<file path="config.mk">
export PLATFORM = sky130hd
export DESIGN_NAME = pattern_scheduler
export DESIGN_NICKNAME = d
export VERILOG_FILES = /design/src/rtl/pattern_scheduler.sv
export SDC_FILE = /design/constraint.sdc
export NUM_CORES = 1
export LEC_CHECK = 0
export CAP_MARGIN = 15
export CORE_MARGIN = 2
export CORE_UTILIZATION = 42
export DETAILED_ROUTE_END_ITERATION = 16
export GPL_TIMING_DRIVEN = 0
export PLACE_DENSITY = 0.94
export SETUP_SLACK_MARGIN = 0.1
export SLEW_MARGIN = 20
export SYNTH_ARGS = -nofsm -noshare
export SYNTH_HDL_FRONTEND = slang
export SYNTH_SLANG_ARGS = --single-unit
</file>
<file path="constraint.sdc">
create_clock -name clk -period 2.4 [get_ports clk]
set_input_delay 0.36 -clock clk [delete_from_list [all_inputs] [get_ports clk]]
set_output_delay 0.36 -clock clk [all_outputs]
set_load 0.01 [all_outputs]
</file>
<file path="src/rtl/pattern_scheduler.sv">
// pattern_scheduler
//   Shares one repeat-pattern generator between NREQ requesters. A job
//   {seed, mask, len} is granted round-robin. The generator then emits len
//   beats: the value starts at seed and is XOR-toggled by mask every beat,
//   and each beat is tagged with the owning requester.
//
//   Optional feature: define PATSCHED_BACKTOBACK_EN so the arbiter also runs
//   during the last beat of a job. Chained jobs then follow with no idle
//   bubble between them.
//
// Ports
//   clk        system clock, rising edge
//   rst_n      asynchronous active-low reset
//   req_valid  per-requester job valid
//   req_ready  per-requester job accept (one-hot or zero)
//   req_seed   packed seeds, requester i at [i*WIDTH +: WIDTH]
//   req_mask   packed XOR masks, same packing
//   req_len    packed beat counts, requester i at [i*CNT_W +: CNT_W]
//   pat_valid  pattern beat valid
//   pat_value  current pattern value
//   pat_owner  index of the requester owning the beat
//   pat_last   final beat of the job
//   busy       high while a job is running
module pattern_scheduler #(
   parameter int unsigned NREQ  = 4,
   parameter int unsigned WIDTH = 3,
   parameter int unsigned CNT_W = 8,
   localparam int unsigned PTR_W = (NREQ > 1) ? $clog2(NREQ) : 1
) (
   input  logic                   clk,
   input  logic                   rst_n,
   input  logic [NREQ-1:0]        req_valid,
   output logic [NREQ-1:0]        req_ready,
   input  logic [NREQ*WIDTH-1:0]  req_seed,
   input  logic [NREQ*WIDTH-1:0]  req_mask,
   input  logic [NREQ*CNT_W-1:0]  req_len,
   output logic                   pat_valid,
   output logic [WIDTH-1:0]       pat_value,
   output logic [PTR_W-1:0]       pat_owner,
   output logic                   pat_last,
   output logic                   busy
);

   typedef enum logic [0:0] {StIdle, StRun} state_e;

   state_e            state_q, state_d;
   logic [PTR_W-1:0]  rr_ptr_q, rr_ptr_d;
   logic [PTR_W-1:0]  owner_q, owner_d;
   logic [WIDTH-1:0]  cur_q, cur_d;
   logic [WIDTH-1:0]  msk_q, msk_d;
   logic [CNT_W-1:0]  rem_q, rem_d;

   logic [PTR_W-1:0]  grant;
   logic              found;
   logic              arb_en;
   logic              xfer;
   logic              last;
   logic [WIDTH-1:0]  g_seed;
   logic [WIDTH-1:0]  g_mask;
   logic [CNT_W-1:0]  g_len;

   // Round-robin search starting just after the last winner, wrapping.
   always_comb begin
      int unsigned idx;
      idx   = 0;
      found = 1'b0;
      grant = '0;
      for (int unsigned i = 1; i <= NREQ; i++) begin
         idx = (32'(rr_ptr_q) + i) % NREQ;
         if (!found && req_valid[idx]) begin
            found = 1'b1;
            grant = idx[PTR_W-1:0];
         end
      end
   end

   assign last = (state_q == StRun) && (rem_q == CNT_W'(1));

`ifdef PATSCHED_BACKTOBACK_EN
   assign arb_en = rst_n && ((state_q == StIdle) || last);
`else
   assign arb_en = rst_n && (state_q == StIdle);
`endif

   // rst_n gating keeps req_ready low while reset is held, even in IDLE.
   assign xfer      = arb_en && found;
   assign req_ready = xfer ? (NREQ'(1) << grant) : '0;

   assign g_seed = req_seed[32'(grant)*WIDTH +: WIDTH];
   assign g_mask = req_mask[32'(grant)*WIDTH +: WIDTH];
   assign g_len  = req_len[32'(grant)*CNT_W +: CNT_W];

   always_comb begin
      state_d  = state_q;
      rr_ptr_d = rr_ptr_q;
      owner_d  = owner_q;
      cur_d    = cur_q;
      msk_d    = msk_q;
      rem_d    = rem_q;

      unique case (state_q)
         StIdle: ;
         StRun: begin
            if (last) begin
               // Hold the final value so pat_value stays put while idle.
               state_d = StIdle;
            end else begin
               cur_d = cur_q ^ msk_q;
               rem_d = rem_q - CNT_W'(1);
            end
         end
         default: state_d = StIdle;
      endcase

      // A transfer overrides the hold/advance above (IDLE or chained last beat).
      if (xfer) begin
         cur_d    = g_seed;
         msk_d    = g_mask;
         rem_d    = g_len;
         owner_d  = grant;
         rr_ptr_d = grant;
         state_d  = (g_len != '0) ? StRun : StIdle;
      end
   end

   always_ff @(posedge clk or negedge rst_n) begin
      if (!rst_n) begin
         state_q  <= StIdle;
         rr_ptr_q <= PTR_W'(NREQ - 1);
         owner_q  <= '0;
         cur_q    <= '0;
         msk_q    <= '0;
         rem_q    <= '0;
      end else begin
         state_q  <= state_d;
         rr_ptr_q <= rr_ptr_d;
         owner_q  <= owner_d;
         cur_q    <= cur_d;
         msk_q    <= msk_d;
         rem_q    <= rem_d;
      end
   end

   assign pat_valid = (state_q == StRun);
   assign busy      = (state_q == StRun);
   assign pat_last  = last;
   assign pat_value = cur_q;
   assign pat_owner = owner_q;

endmodule
</file>
# Yosys cells after proc, flatten, opt, wreduce, memory -nomap -nowiden
# Index checks and enable logic that the tools add are counted.
# classes
mux	27
reduce_logical	12
n_lt_le_gt_ge	4
mul	1
shifts	4
bitwise_logic	2
n_eq_ne	2
div	0
addsub	5
# ops
operator	n
indexed part select 32 x 6 -> 8 bit	1
two-way mux 8 bit	3
indexed part select 12 x 5 -> 3 bit	2
less-than comparator 2 x 3 -> 1 bit, second input constant	4
two-way mux 1 bit	12
two-way mux 3 bit	3
binary-select mux 1 bit (select 2 bit)	4
equality test 8 x 1 -> 1 bit, second input constant	1
two-way mux 2 bit	4
nonzero test 8 bit	1
subtractor 8 x 1 -> 8 bit, second input constant	1
logical AND 1 bit	6
adder 2 x 1 -> 2 bit, second input constant	2
adder 2 bit, second input constant	2
multiplier 2 x 2 -> 4 bit, second input constant	1
two-way mux 4 bit	1
<< shifter 1 x 2 -> 4 bit, first input constant	1
zero test 1 bit	3
bitwise XOR 3 bit	1
inequality test 2 x 1 -> 1 bit, second input constant	1
AND reduction 2 bit	1
nonzero test 2 bit	1
inverter 1 bit	1
# totals
mem_count	0
out_inout_bits	12
romBits	0
ramBits	0
latch_bits	0
ff_bits	19

# Longest topological paths before layout
# depth
depth_word	17
depth_mapped	8
mapped_depth_nobuf	8

# Least setup slack after synthesis
# OpenSTA, ideal clock, no wires.
# synth_timing
path_kind	register to output
start	reg rr_ptr_q[0]
end	out req_ready[2]
arrival_time_ns	1.615
setup_slack_ns	0.425
stages_incl_launch_ff	6
path_cell_list	dfstp_2 nand2b_1 a21oi_1 a211oi_4 clkbuf_1 and3_1
# synth_between
elab_chain_len	15
elab_cells_between_ends	29
# synth_lines
element	line_no	rtl
from (decl)	47	logic [PTR_W-1:0] rr_ptr_q, rr_ptr_d;
from (signal assigned)	129	rr_ptr_q <= PTR_W'(NREQ - 1);
from (signal assigned)	136	rr_ptr_q <= rr_ptr_d;
adder 2 x 1 -> 2 bit	69	idx = (32'(rr_ptr_q) + i) % NREQ;
binary-select mux 1 bit (select 2 bit)	70	if (!found && req_valid[idx]) begin
two-way mux 1 bit (not written as such)	70	
two-way mux 1 bit	70	
zero test 1 bit	70	
logical AND 1 bit	70	
two-way mux 1 bit	70	
zero test 1 bit	70	
logical AND 1 bit	70	
two-way mux 1 bit	70	
zero test 1 bit	70	
logical AND 1 bit	70	
two-way mux 2 bit / two-way mux 1 bit (equally long branches)	70	
<< shifter 1 x 2 -> 4 bit / logical AND 1 bit (equally long branches)	87, 86	
two-way mux 4 bit *	87	assign req_ready = xfer ? (NREQ'(1) << grant) : '0;
to (decl)	33	output logic [NREQ-1:0] req_ready,
# Mark *: on every way between the ends. The rest lies on a longest branch, timed or not. The select of a mux whose other input is x is not followed.

# Worst setup path after layout
# Ends and elaborated chain as after synthesis.

==> summary.txt <==
Clock latency on the worst-skew pair: 0.26 ns
Syn Nets: 237
Chip width: 65.6 um
Drt first pass iters: 4
CTS Buffer Depth: 2
Vias in the first global route: 1849
Fraction of layout cells with a size suffix above 1: 20.8%
Dpl hpwl: 3860 um
Seq/Total Area, Yosys: 30.0%
Critical path depth: 8
Sequential Power Share: 27.7%
Placed Area: 2380 sq um
Violation count after the first detailed-route iteration: 90
Share of the synthesized area in the top cell type: 26.7%
# DRC: 0
Post-route ant nets: 0
CP Max Fanout: 6
Status: complete, no violations
Final hold vios: 0
Worst path bufs/invs: 5
Initial Utilization: 43.5%
Slew @ Worst Pin: 0.486 ns
Largest net degree at the start of global routing: 21
Placer Congestion: 0.926
Final worst path period need: 2.25 ns
Synth Instances: 173
Yosys top cell by area: dfrtp_1
Final period utilization: 93.9%
Tightest Hold Check Type: in -> async
CP delay by family, top: buffers and inverters
Area growth, synth to finish: 59.0%
Max-Cap Viols: 0
Logic gate share of total power: 62.6%
H-Tree Level Count: 1
Antenna cells: 0
CP Cell Sequence: buf_4 -> nor3b_4 -> a211oi_4 -> buf_6 -> buf_8 -> buf_4 -> and3_1 -> buf_2
Clock skew: 0.000955 ns
P_int: 1.38 mW
XOR/XNOR Fraction of Synth Area: 4.95%
Peak supply drop: 0.557 mV
First-pass GRT wire length: 8560 um
Cell area after synthesis: 1590 sq um
Tot Pwr: 2.35 mW
P_sw: 0.978 mW
DR WL/cell: 17.3 um
RSZ-0062 raised after global routing: true
Main combinational cell family by area after synthesis: compound AO/OA/AOI/OAI gates
Core box area: 3660 sq um
Most common cell after layout, fill and taps aside: clkdlybuf4s50_1
Syn_area_per_cell: 9.20 sq um
Hold_buf cts: 0
CP dominant cell by count: buf_4
Async S/R FF share, synth: 100%
#FFs+latches synth: 19
PD cells: 930 nW/um^2
Final setup viols: 0
Fmax: 0.444 GHz
Total Die Area: 4300 sq um
Sw Share: 41.5%
Die Y-Extent: 65.6 um
Initial antenna violation count: 0
Top_reg_cell synth: dfrtp_1
Clk sink count: 19
Top cells by area, synth: dfrtp_1 27%, mux2i_1 8.8%, mux2_2 8.5%
Hold WS: 0.0344 ns
Max incr delay on CP: 0.57 ns
CTS tree: yes
Vias per cell: 5.63
GRT Util Overall: 26.2%
Crit start category: flip-flop
Global route overflow: 0
Post-synth EDFFs: 0
Synth Area in Simple Gates: 19.4%
Detailed Route WL: 5320 um
Worst EP required: 2.04 ns
Clock share of power: 9.8%
CP Data Arrival Time: 1.89 ns
Final Max Tran Viols: 0
Via count: 1728
Most frequent cells in the layout: 63 x clkdlybuf4s50_1, 17 x dfrtp_1, 15 x nand2_1
Multiplexer share of the synthesized area: 17.3%
Synth Area in Adders: 1.57%
Clock edge transition at the registers on the reported setup and hold paths: 0.07 ns
CP max-delay cell: dfstp_2
R2R cell count: 9
Critical path class: reg -> out
Design area: 2530 sq um
Root Buffer: clkbuf_8
I/O Pins: 74
CTS Buf Count: 3
Standard-cell rows: 22
Number of distinct library cells after synthesis: 41
Nets@finish: 324
# port buffers: 73
Cell count after placement: 294
Crit. End Element: primary output
Area fraction in compound gates after synthesis: 21.1%
Max-slew headroom at the worst pin: 67.6%
Leakage: 1.02 nW
YS warnings: 0
Post-Layout Cell Count: 307
-- cells by family (layout without fill, tap and decap cells) --
group | Yosys count | after routing
AO/OA/AOI/OAI | 45 | 45
AND/OR/NAND/NOR | 55 | 55
flip-flops | 19 | 19
multiplexers | 26 | 26
adder cells (fa/ha/maj) | 2 | 2
buffers and inverters | 17 | 103
XOR/XNOR | 9 | 9
-- layout make-up --
| cell class | count | area (sq um) |
|---|---|---|
| tap | 48 | 60.1 |
| buffer | 11 | 91.3 |
| clock buffer | 4 | 45.0 |
| sequential | 19 | 478 |
| inverter | 6 | 22.5 |
| multi-input combinational | 137 | 1060 |
| fill | 266 | 1130 |
| timing repair buffer | 82 | 773 |
-- registers in the layout (all words and copies together), names as in the netlist --
name and count:
busy 1, msk_q 3, pat_owner 2, pat_value 3
rem_q 8, rr_ptr_q 2
-- power groups by stage --
| stage | Sequential (mW) | Clock [mW] | Combinational (mW) |
|---|---|---|---|
| 6_report | 0.652 | 0.230 | 1.47 |
| 5_1_grt | 0.674 | 0.247 | 1.58 |
| 4_1_cts | 0.645 | 0.227 | 1.39 |
| 3_5_place_dp | 0.647 | 0 | 1.27 |
| 3_3_place_gp | 0.628 | 0 | 1.23 |
| 2_1_floorplan | 0.638 | 0 | 0.847 |
-- final timing paths --
path | slack, ns | start | to
worst max-delay path | 0.15 | rr_ptr_q[0] | req_ready[2]
worst min-delay path | 0.03 | rst_n | pat_owner[0]
worst max register to register | 0.16 | rr_ptr_q[0] | rem_q[2]
worst min register to register | 0.52 | msk_q[1] | msk_q[1]
max in group asynchronous | 2.03 | rst_n | rr_ptr_q[1]
min in group clk | 0.52 | msk_q[1] | msk_q[1]
-- metal layers --
layer	wire length, um	vias up	track usage (%)
met5	0	-	0
met3	367	13	5.48
met2	2800	84	48.3
li1	-	809	-
met1	2050	822	29.1
met4	102	0	10.7
-- cells in the mapped netlist, types with 2 or more instances --
| cell type | number |
|---|---|
| buf_6 | 2 |
| xor2_1 | 5 |
| o211ai_1 | 9 |
| o21ai_1 | 10 |
| xnor2_1 | 4 |
| a21oi_1 | 8 |
| nor3b_2 | 2 |
| buf_4 | 2 |
| mux2_2 | 12 |
| nor3_1 | 4 |
| ha_1 | 2 |
| buf_2 | 3 |
| nand2_1 | 15 |
| o21ai_0 | 2 |
| inv_1 | 6 |
| clkbuf_1 | 4 |
| or4_4 | 2 |
| a221o_1 | 2 |
| nor2_1 | 10 |
| mux2i_1 | 14 |
| nand2b_1 | 3 |
| a211oi_4 | 2 |
| nor4_1 | 5 |
| dfstp_2 | 2 |
| a211oi_1 | 6 |
| nand3_1 | 2 |
| dfrtp_1 | 17 |
| nor2b_1 | 5 |
-- repair_timing --
action | CTS | global route
buffers inserted | 6 | 3
resized for setup | 29 | 12
endpoints found under the setup margin | 24 | 3
pin swaps | 4 | 1
cloned | 0 | 0
-- through the flow --
| stage | worst slack (ns) | TNS, ns | util [%] |
|---|---|---|---|
| 2_1_floorplan | 0.425 | 0 | - |
| 3_3_place_gp | -1.20 | -10.06 | 65.1 |
| 3_5_place_dp | -1.27 | -11.94 | 65.1 |
| 4_1_cts | 0.123 | 0 | 68.6 |
| 5_1_grt | 0.0718 | 0 | 69.1 |
| 6_report | 0.147 | 0 | 69.1 |
Power figures use the tool's default switching activity.
